## src/rtl/minibit_exec_unit_if.sv

```systemverilog
// Command/result bundle for minibit_exec_unit.
//   cmd_valid/cmd_ready   : command handshake
//   cmd_op/dst/srca/srcb  : operation code and register indices
//   cmd_data              : immediate value used by LOAD
//   res_valid/res_data    : one-cycle completion pulse and its result
//   fl_carry/fl_lt/fl_zero: registered flags
//   dbg_state             : FSM state (IDLE=0, FETCH=1, EXEC=2, WB=3)
// Handshake: a command transfers on a rising edge where cmd_valid and
// cmd_ready are both high. cmd_ready is high only while the unit is idle.
// The master may raise cmd_valid at any time. Every cmd_* field is captured
// on the transfer edge. res_valid carries no backpressure; it is high for
// exactly one cycle per completed command.
interface minibit_exec_unit_if #(
  parameter int WIDTH = 8,
  parameter int AW    = 2
) ();
  logic             cmd_valid;
  logic             cmd_ready;
  logic [2:0]       cmd_op;
  logic [AW-1:0]    cmd_dst;
  logic [AW-1:0]    cmd_srca;
  logic [AW-1:0]    cmd_srcb;
  logic [WIDTH-1:0] cmd_data;
  logic             res_valid;
  logic [WIDTH-1:0] res_data;
  logic             fl_carry;
  logic             fl_lt;
  logic             fl_zero;
  logic [1:0]       dbg_state;

  modport master (
    output cmd_valid, cmd_op, cmd_dst, cmd_srca, cmd_srcb, cmd_data,
    input  cmd_ready, res_valid, res_data, fl_carry, fl_lt, fl_zero, dbg_state
  );

  modport slave (
    input  cmd_valid, cmd_op, cmd_dst, cmd_srca, cmd_srcb, cmd_data,
    output cmd_ready, res_valid, res_data, fl_carry, fl_lt, fl_zero, dbg_state
  );
endinterface

```

## src/rtl/minibit_exec_unit.sv

```systemverilog
// Small multi-cycle execution unit: a REGS x WIDTH register file driven by
// one command at a time through a four-state FSM (IDLE, FETCH, EXEC, WB).
// Ports:
//   clk   : rising-edge clock
//   rst_n : asynchronous active-low reset
//   bus   : minibit_exec_unit_if.slave (command, result, flags, dbg_state)
module minibit_exec_unit #(
  parameter int WIDTH = 8,
  parameter int REGS  = 4
) (
  input  logic                   clk,
  input  logic                   rst_n,
  minibit_exec_unit_if.slave     bus
);
  localparam int AW = $clog2(REGS);

  typedef enum logic [1:0] {
    S_IDLE  = 2'd0,
    S_FETCH = 2'd1,
    S_EXEC  = 2'd2,
    S_WB    = 2'd3
  } state_t;

  localparam logic [2:0] OP_LOAD = 3'b000;
  localparam logic [2:0] OP_ADD  = 3'b001;
  localparam logic [2:0] OP_ADC  = 3'b010;
  localparam logic [2:0] OP_SUB  = 3'b011;
  localparam logic [2:0] OP_NAND = 3'b100;
  localparam logic [2:0] OP_SHL  = 3'b101;
  localparam logic [2:0] OP_SHR  = 3'b110;
  localparam logic [2:0] OP_CMP  = 3'b111;

  state_t           state_q, state_d;
  logic [2:0]       op_q, op_d;
  logic [AW-1:0]    dst_q, dst_d, srca_q, srca_d, srcb_q, srcb_d;
  logic [WIDTH-1:0] data_q, data_d;
  logic [WIDTH-1:0] a_q, a_d, b_q, b_d;
  logic [WIDTH-1:0] result_q, result_d;
  logic             nc_q, nc_d, nl_q, nl_d, nz_q, nz_d;
  logic [WIDTH-1:0] res_data_q, res_data_d;
  logic             res_valid_q, res_valid_d;
  logic             fl_carry_q, fl_carry_d, fl_lt_q, fl_lt_d, fl_zero_q, fl_zero_d;
  logic [WIDTH-1:0] regs_q [REGS];
  logic [WIDTH-1:0] regs_d [REGS];

  // Arithmetic is done one bit wider so the top bit is the carry out.
  logic [WIDTH:0]   sum;
  logic [WIDTH:0]   cin;

  always_comb begin
    state_d     = state_q;
    op_d        = op_q;
    dst_d       = dst_q;
    srca_d      = srca_q;
    srcb_d      = srcb_q;
    data_d      = data_q;
    a_d         = a_q;
    b_d         = b_q;
    result_d    = result_q;
    nc_d        = nc_q;
    nl_d        = nl_q;
    nz_d        = nz_q;
    res_data_d  = res_data_q;
    res_valid_d = 1'b0;
    fl_carry_d  = fl_carry_q;
    fl_lt_d     = fl_lt_q;
    fl_zero_d   = fl_zero_q;
    regs_d      = regs_q;
    sum         = '0;
    cin         = '0;

    case (state_q)
      S_IDLE: begin
        if (bus.cmd_valid) begin
          op_d    = bus.cmd_op;
          dst_d   = bus.cmd_dst;
          srca_d  = bus.cmd_srca;
          srcb_d  = bus.cmd_srcb;
          data_d  = bus.cmd_data;
          state_d = S_FETCH;
        end
      end
      S_FETCH: begin
        // Operands are sampled here, so a destination that aliases a source
        // still sees the pre-write value.
        a_d     = (op_q == OP_LOAD) ? data_q : regs_q[srca_q];
        b_d     = regs_q[srcb_q];
        state_d = S_EXEC;
      end
      S_EXEC: begin
        nc_d = fl_carry_q;
        case (op_q)
          OP_LOAD: result_d = a_q;
          OP_ADD, OP_ADC: begin
            cin[0]   = (op_q == OP_ADC) ? fl_carry_q : 1'b0;
            sum      = {1'b0, a_q} + {1'b0, b_q} + cin;
            result_d = sum[WIDTH-1:0];
            nc_d     = sum[WIDTH];
          end
          OP_SUB, OP_CMP: begin
            // Carry set means no borrow.
            cin[0]   = 1'b1;
            sum      = {1'b0, a_q} + {1'b0, ~b_q} + cin;
            result_d = sum[WIDTH-1:0];
            nc_d     = sum[WIDTH];
          end
          OP_NAND: result_d = ~(a_q & b_q);
          OP_SHL: begin
            result_d = {a_q[WIDTH-2:0], 1'b0};
            nc_d     = a_q[WIDTH-1];
          end
          default: begin
            result_d = {1'b0, a_q[WIDTH-1:1]};
            nc_d     = a_q[0];
          end
        endcase
        nz_d    = (result_d == '0);
        nl_d    = (a_q < b_q);
        state_d = S_WB;
      end
      default: begin
        if (op_q != OP_CMP) regs_d[dst_q] = result_q;
        if (op_q != OP_LOAD) begin
          fl_carry_d = nc_q;
          fl_lt_d    = nl_q;
          fl_zero_d  = nz_q;
        end
        res_valid_d = 1'b1;
        res_data_d  = result_q;
        state_d     = S_IDLE;
      end
    endcase
  end

  always_ff @(posedge clk or negedge rst_n) begin
    if (!rst_n) begin
      state_q     <= S_IDLE;
      op_q        <= '0;
      dst_q       <= '0;
      srca_q      <= '0;
      srcb_q      <= '0;
      data_q      <= '0;
      a_q         <= '0;
      b_q         <= '0;
      result_q    <= '0;
      nc_q        <= 1'b0;
      nl_q        <= 1'b0;
      nz_q        <= 1'b0;
      res_data_q  <= '0;
      res_valid_q <= 1'b0;
      fl_carry_q  <= 1'b0;
      fl_lt_q     <= 1'b0;
      fl_zero_q   <= 1'b0;
      for (int i = 0; i < REGS; i++) regs_q[i] <= '0;
    end else begin
      state_q     <= state_d;
      op_q        <= op_d;
      dst_q       <= dst_d;
      srca_q      <= srca_d;
      srcb_q      <= srcb_d;
      data_q      <= data_d;
      a_q         <= a_d;
      b_q         <= b_d;
      result_q    <= result_d;
      nc_q        <= nc_d;
      nl_q        <= nl_d;
      nz_q        <= nz_d;
      res_data_q  <= res_data_d;
      res_valid_q <= res_valid_d;
      fl_carry_q  <= fl_carry_d;
      fl_lt_q     <= fl_lt_d;
      fl_zero_q   <= fl_zero_d;
      regs_q      <= regs_d;
    end
  end

  assign bus.cmd_ready = (state_q == S_IDLE);
  assign bus.res_valid = res_valid_q;
  assign bus.res_data  = res_data_q;
  assign bus.fl_carry  = fl_carry_q;
  assign bus.fl_lt     = fl_lt_q;
  assign bus.fl_zero   = fl_zero_q;
  assign bus.dbg_state = state_q;
endmodule
```

## src/flat_wrapper.sv

```systemverilog
// flat-port wrapper written by rule: the top's interface ports become plain ports
module minibit_exec_unit_flat 
#(
  parameter int WIDTH = 8,
  parameter int REGS  = 4
)
  (clk, rst_n, bus_cmd_valid, bus_cmd_op, bus_cmd_dst, bus_cmd_srca, bus_cmd_srcb, bus_cmd_data, bus_cmd_ready, bus_res_valid, bus_res_data, bus_fl_carry, bus_fl_lt, bus_fl_zero, bus_dbg_state);
  minibit_exec_unit_if #(.WIDTH(WIDTH)) bus_i ();
  input  logic clk;
  input  logic rst_n;
  input wire logic [$bits(bus_i.cmd_valid)-1:0] bus_cmd_valid;
  input wire logic [$bits(bus_i.cmd_op)-1:0] bus_cmd_op;
  input wire logic [$bits(bus_i.cmd_dst)-1:0] bus_cmd_dst;
  input wire logic [$bits(bus_i.cmd_srca)-1:0] bus_cmd_srca;
  input wire logic [$bits(bus_i.cmd_srcb)-1:0] bus_cmd_srcb;
  input wire logic [$bits(bus_i.cmd_data)-1:0] bus_cmd_data;
  output wire logic [$bits(bus_i.cmd_ready)-1:0] bus_cmd_ready;
  output wire logic [$bits(bus_i.res_valid)-1:0] bus_res_valid;
  output wire logic [$bits(bus_i.res_data)-1:0] bus_res_data;
  output wire logic [$bits(bus_i.fl_carry)-1:0] bus_fl_carry;
  output wire logic [$bits(bus_i.fl_lt)-1:0] bus_fl_lt;
  output wire logic [$bits(bus_i.fl_zero)-1:0] bus_fl_zero;
  output wire logic [$bits(bus_i.dbg_state)-1:0] bus_dbg_state;
  assign bus_i.cmd_valid = bus_cmd_valid;
  assign bus_i.cmd_op = bus_cmd_op;
  assign bus_i.cmd_dst = bus_cmd_dst;
  assign bus_i.cmd_srca = bus_cmd_srca;
  assign bus_i.cmd_srcb = bus_cmd_srcb;
  assign bus_i.cmd_data = bus_cmd_data;
  assign bus_cmd_ready = bus_i.cmd_ready;
  assign bus_res_valid = bus_i.res_valid;
  assign bus_res_data = bus_i.res_data;
  assign bus_fl_carry = bus_i.fl_carry;
  assign bus_fl_lt = bus_i.fl_lt;
  assign bus_fl_zero = bus_i.fl_zero;
  assign bus_dbg_state = bus_i.dbg_state;
  minibit_exec_unit #(.WIDTH(WIDTH), .REGS(REGS)) u_core (.clk(clk), .rst_n(rst_n), .bus(bus_i));
endmodule
```

## config.mk

```make
export PLATFORM = sky130hd
export DESIGN_NAME = minibit_exec_unit_flat
export DESIGN_NICKNAME = d
export VERILOG_FILES = /design/src/rtl/minibit_exec_unit_if.sv /design/src/rtl/minibit_exec_unit.sv /design/src/flat_wrapper.sv
export SDC_FILE = /design/constraint.sdc
export NUM_CORES = 1
export LEC_CHECK = 0
export ABC_AREA = 1
export CORE_MARGIN = 5
export CORE_UTILIZATION = 24
export CTS_BUF_LIST = sky130_fd_sc_hd__clkbuf_8
export DETAILED_ROUTE_END_ITERATION = 10
export PLACE_DENSITY = 0.42
export SLEW_MARGIN = 10
export SYNTH_ARGS = -nofsm -noshare
export SYNTH_HDL_FRONTEND = slang
export SYNTH_SLANG_ARGS = --single-unit
export TNS_END_PERCENT = 50
```

## constraint.sdc

```tcl
create_clock -name clk -period 2.8 [get_ports clk]
set_input_delay 0.56 -clock clk [delete_from_list [all_inputs] [get_ports clk]]
set_output_delay 0.56 -clock clk [all_outputs]
set_load 0.1 [all_outputs]
```

---- After elaboration in Yosys (flattened, before gate mapping) ----
Index checks and enable logic that the tools add are counted.
word-level totals
  bits in registers ....................... 90
  input port bits ......................... 20
operators by class
  reduce and logical (&&, ||, !) cells .... 12
  equality and inequality tests ........... 10
  bitwise gates (word level) .............. 7
  mux-type cells .......................... 17
  add/subtract/negate cells ............... 4
  magnitude comparators ................... 5
operators with widths
  cell                                                  count
  2-to-1 mux 8 bit                                      7
  case mux 8 bit (5 select lines)                       1
  binary-select mux 8 bit (select 2 bit)                2
  bitwise mux 32 bit                                    1
  adder 8 x 8 -> 9 bit                                  2
  demux 8 bit (select 2 bit)                            1
  NOT 8 bit                                             2
  adder 9 x 1 -> 9 bit                                  1
  adder 9 x 1 -> 9 bit (second input constant)          1
  equality test 3 bit (second input constant)           3
  >= comparator 3 bit (second input constant)           3
  NOT 2 -> 3 bit                                        3
  bitwise AND 8 bit                                     1
  zero test 8 bit                                       1
  < comparator 8 bit                                    1
  equality test 3 x 2 -> 1 bit (second input constant)  2
  case mux 2 bit (3 select lines)                       1
  AND reduction 2 bit                                   3
  OR reduction 2 bit                                    3
  case mux 1 bit (4 select lines)                       1
  equality test 3 x 1 -> 1 bit (second input constant)  1
  zero test 3 bit                                       1
  < comparator 3 x 1 -> 1 bit (second input constant)   1
  inequality test 3 bit (second input constant)         1
  10 further kinds                                      11

---- Logic depth before layout (Yosys ltp) ----
  word-level depth ........................ 6
  gate-level depth with buffers ........... 17
  depth with buffers taken out ............ 17

---- Worst setup path before layout ----
Ideal clock, no wire load.
  path type ............................... register -> register
  start point ............................. register u_core.state_q[0] (netlist: u_core.bus.dbg_state[0])
  end point ............................... register u_core.data_q[5]
  cell stages (with the launch flop) ...... 6
  data arrival time ....................... 2,786 ps
  period minus slack after synthesis ...... 2,911 ps
  setup time .............................. 125 ps
  path buffers ............................ 1
  data required time ...................... 2,675 ps
  setup slack ............................. -111 ps
  cells stage by stage .................... dfrtp_1 inv_1 ha_1 nand2_1 clkbuf_1 mux2_2
on the way
  word-level cells in the longest chain between the ends .. 2
RTL lines
  item                                  RTL line                  source
  from (decl)                           minibit_exec_unit.sv:33   state_t state_q, state_d;
  from (signal assigned)                minibit_exec_unit.sv:156  state_q <= state_d;
  zero test 2 bit                       n/a
  via bus_cmd_ready                     flat_wrapper.sv:17        output wire logic [$bits(bus_i.cmd_ready)-1:0] bus_cmd_ready;
  AND reduction 2 bit (no source line)  n/a
  to (signal assigned)                  minibit_exec_unit.sv:161  data_q <= data_d;
  to (decl)                             minibit_exec_unit.sv:36   logic [WIDTH-1:0] data_q, data_d;
The timed path passes the listed nets, and every way through them passes these cells.
A chain may end at the register's enable or synchronous reset.

---- Final worst setup path ----
  start point ............................. register u_core.op_q[2]
  end point ............................... register u_core.nz_q
on the way
  word-level cells in the longest chain between the ends .. 6
RTL lines
  item                                 RTL line                                          source
  from (decl)                          minibit_exec_unit.sv:34                           logic [2:0] op_q, op_d;
  from (signal assigned)               minibit_exec_unit.sv:157                          op_q <= op_d;
  equality test 3 x 2 -> 1 bit         minibit_exec_unit.sv:92, minibit_exec_unit.sv:95
  2-to-1 mux 1 bit                     minibit_exec_unit.sv:95                           cin[0] = (op_q == OP_ADC) ? fl_carry_q : 1'b0;
  adder 9 x 1 -> 9 bit                 minibit_exec_unit.sv:96                           sum = {1'b0, a_q} + {1'b0, b_q} + cin;
  case mux 8 bit (5 select lines) (*)  minibit_exec_unit.sv:92                           case (op_q)
  2-to-1 mux 8 bit (*)                 minibit_exec_unit.sv:72                           case (state_q)
  zero test 8 bit (*)                  minibit_exec_unit.sv:117                          nz_d = (result_d == '0);
  to (signal assigned)                 minibit_exec_unit.sv:167                          nz_q <= nz_d;
  to (decl)                            minibit_exec_unit.sv:39                           logic nc_q, nc_d, nl_q, nl_d, nz_q, nz_d;
Mark *: on every way between the ends. The rest lies on a longest branch, timed or not. The select of a mux whose other input is x is not followed.

==> metrics.md <==
| Metric | Value |
|---|---|
| Outcome | finished clean |
| N_diodes | 0 |
| Post-detailed-routing wire length | 14900 um |
| First-pass GRT wire length | 24400 um |
| Post-Synthesis Cells | 632 |
| R2r startpoint | u_core.op_q[2] |
| Layout Nets | 706 |
| Critical path class | flop to flop |
| Vias in the first global route | 4351 |
| RR Endpoint | u_core.nz_q |
| Post-DR vias/cell | 4.65 |
| Min-delay worst type | primary input to async pin |
| Peak Freq | 409 MHz |
| Post-synthesis sequential area ratio | 0.452 |
| #FFs+latches synth | 90 |
| Fraction of registers with async set/reset | 1.00 |
| Layout cells sized above 1 | 0.105 |
| Remaining global-route overflow | 0 |
| Final worst setup slack | 357 ps |
| Critical path startpoint category | flop |
| Final setup viols | 0 |
| Port Buffer Count | 34 |
| Fin crit share | 0.873 |
| Leak | 2.73 nW |
| Post-synth top area cell | dfrtp_1 |
| Max VDD drop | 0.000588 V |
| Hpwl dp | 11400 um |
| Arrival @ worst endpoint | 2770 ps |
| Beginning of the critical path | u_core.op_q[2] |
| Die W | 154 um |
| Most frequent cell after synthesis | nand2_1 |
| CTS resizes | 0 |
| Syn Std Cell Area | 4980 um2 |
| RSZ-0062 raised after global routing | no |
| Die footprint | 23700 um2 |
| CP Capture Type | flop |
| CTS buffer count | 9 |
| Placed standard-cell area | 5590 um2 |
| FF+latch area | 2250 um2 |
| Drt pass-1 iters | 6 |
| # Post-CTS Setup Buffers | 0 |
| Fin. Hold Viols | 0 |
| Syn Nets | 675 |
| # fillers | 2197 |
| Clk slew on worst S/H paths | 100 ps |
| Main area contributors after synthesis | dfrtp_1 45%, nand2_1 10%, o21ai_0 9.2% |
| Slew HR | 0.525 |
| Vias | 4358 |
| CORE AREA | 20400 um2 |
| R2R setup slack | 360 ps |
| Clock Sink Count | 90 |
| DRC | 0 |
| Setup WS pre-CTS | 386 ps |
| Ys Warns | 0 |
| Largest net degree at the start of global routing | 36 |
| Critical Path RT | 3130 ps |
| EDFF count, synth | 0 |
| CTS tree | built |
| Power Density | 1340 nW/um2 |
| Clock skew | 13.1 ps |
| Die H | 154 um |
| Iteration-0 DRC Markers | 322 |
| Top cells by count, synth | 133 x nand2_1, 92 x o21ai_0, 90 x dfrtp_1 |
| Multi-input logic area | 2390 um2 |
| Post-route cell area | 5780 um2 |
| Clock Tree Root | clkbuf_8 |
| Crit Path Max Fanout | 6 |
| Initial Utilization | 0.245 |
| I/O pin cnt | 35 |
| Routed len/inst | 15.8 um |
| Routability Congestion | 0.874 |
| Syn avg cell area | 7.89 um2 |
| Slew Limit Fails | 0 |
| DRT antenna net count | 0 |
| Min Tclk post-route | 2440 ps |
| Clk buf depth | 2 |
| Tot GR Track Use | 0.128 |
| Max-cap violations | 0 |
| H-tree depth | 3 |
| Worst slew pin tran | 713 ps |
| Clock latency on the worst-skew pair | 380 ps |
| Rows | 52 |
| Layout area overhead | 16.0% |
| Post-synth top flop | dfrtp_1 |
| Netlist cell types | 31 |
| Initial antenna violation count | 0 |
| Setup TNS | 0 ps |
| # hold bufs at CTS | 0 |
| Reg2Reg Depth | 12 |
| Final total power | 0.00777 W |
| Fraction of post-synthesis cell area in the top cell type by area | 0.452 |
==> critical path: stages (launching register included) <==
cell and delay, ps:
dfrtp_1 480, inv_4 130, nand4_1 110, fa_1 430
inv_1 110, fa_1 410, nand2_1 80, nand4_1 90
o21ai_1 140, nand2_1 80, nor2_1 170, nand3_1 100
nand2_1 60
==> worst max path at each step <==
stage | end | slack (ps) | cells past startpoint
after floorplan | u_core.data_q[5] | 150 | 5
after global placement | u_core.nz_q | 430 | 12
after detailed placement | u_core.nz_q | 390 | 12
after CTS | u_core.nz_q | 350 | 12
after global routing | u_core.nz_q | 150 | 17
final | u_core.nz_q | 360 | 12
==> metrics by stage <==
step           hold slack [ps]  instances   util
6_report                   129        938  0.284
5_1_grt                    161        938  0.284
4_1_cts                    131        938  0.284
3_5_place_dp               469        922  0.275
3_3_place_gp               467        922  0.275
2_1_floorplan              264        632      -
==> cell families after synthesis <==
group	share of synthesized area
AO/OA/AOI/OAI	0.165
XOR/XNOR	0.00176
adder cells (fa/ha/maj)	0.0623
buffers and inverters	0.0693
flip-flops	0.452
multiplexers	0.0271
AND/OR/NAND/NOR	0.223
==> power breakdown <==
part	internal (W)	total, W	switching (W)
logic	0.00137	0.00446	0.00310
clock network	0.000356	0.000865	0.000509
registers	0.00188	0.00244	0.000559
total	0.00361	0.00777	0.00416
==> cell type report <==
class                           count  area share
Multi-Input combinational cell    456       0.413
Sequential cell                    90       0.390
Timing Repair Buffer               42      0.0645
Tap cell                          270      0.0584
Inverter                           64      0.0420
Clock buffer                       10      0.0238
Clock inverter                      6     0.00887
==> per-layer routing <==
layer | global-route usage | part of all wire | vias up
met5 | 0 | 0 | -
met2 | 0.209 | 0.48 | 99
met1 | 0.174 | 0.47 | 2090
li1 | - | - | 2150
met3 | 0.0211 | 0.033 | 19
met4 | 0.0416 | 0.016 | 0
==> placed cells by master, fill, tap and decap left out, drive strengths merged <==
| cell type | n |
|---|---|
| buf | 24 |
| dfrtp | 90 |
| nand2 | 138 |
| o22ai | 26 |
| nor2 | 80 |
| o21ai | 97 |
| nand3 | 38 |
| xnor2 | 1 |
| a21oi | 26 |
| a31oi | 2 |
| o21a | 2 |
| fa | 3 |
| o21bai | 1 |
| inv | 65 |
| or2 | 2 |
| nand4 | 7 |
| clkinvlp | 1 |
| clkinv | 4 |
| ha | 20 |
| clkdlybuf4s50 | 18 |
| a221oi | 1 |
| mux2 | 12 |
| clkbuf | 10 |
==> state kept, by name (all words and copies together) (netlist names), 3 cells and up <==
register	flops
u_core.result_q	8
u_core.data_q	8
u_core.a_q	8
u_core.b_q	8
u_core.bus.res_data	8
u_core.op_q	3
u_core.regs_q	32
Power figures use the tool's default switching activity.
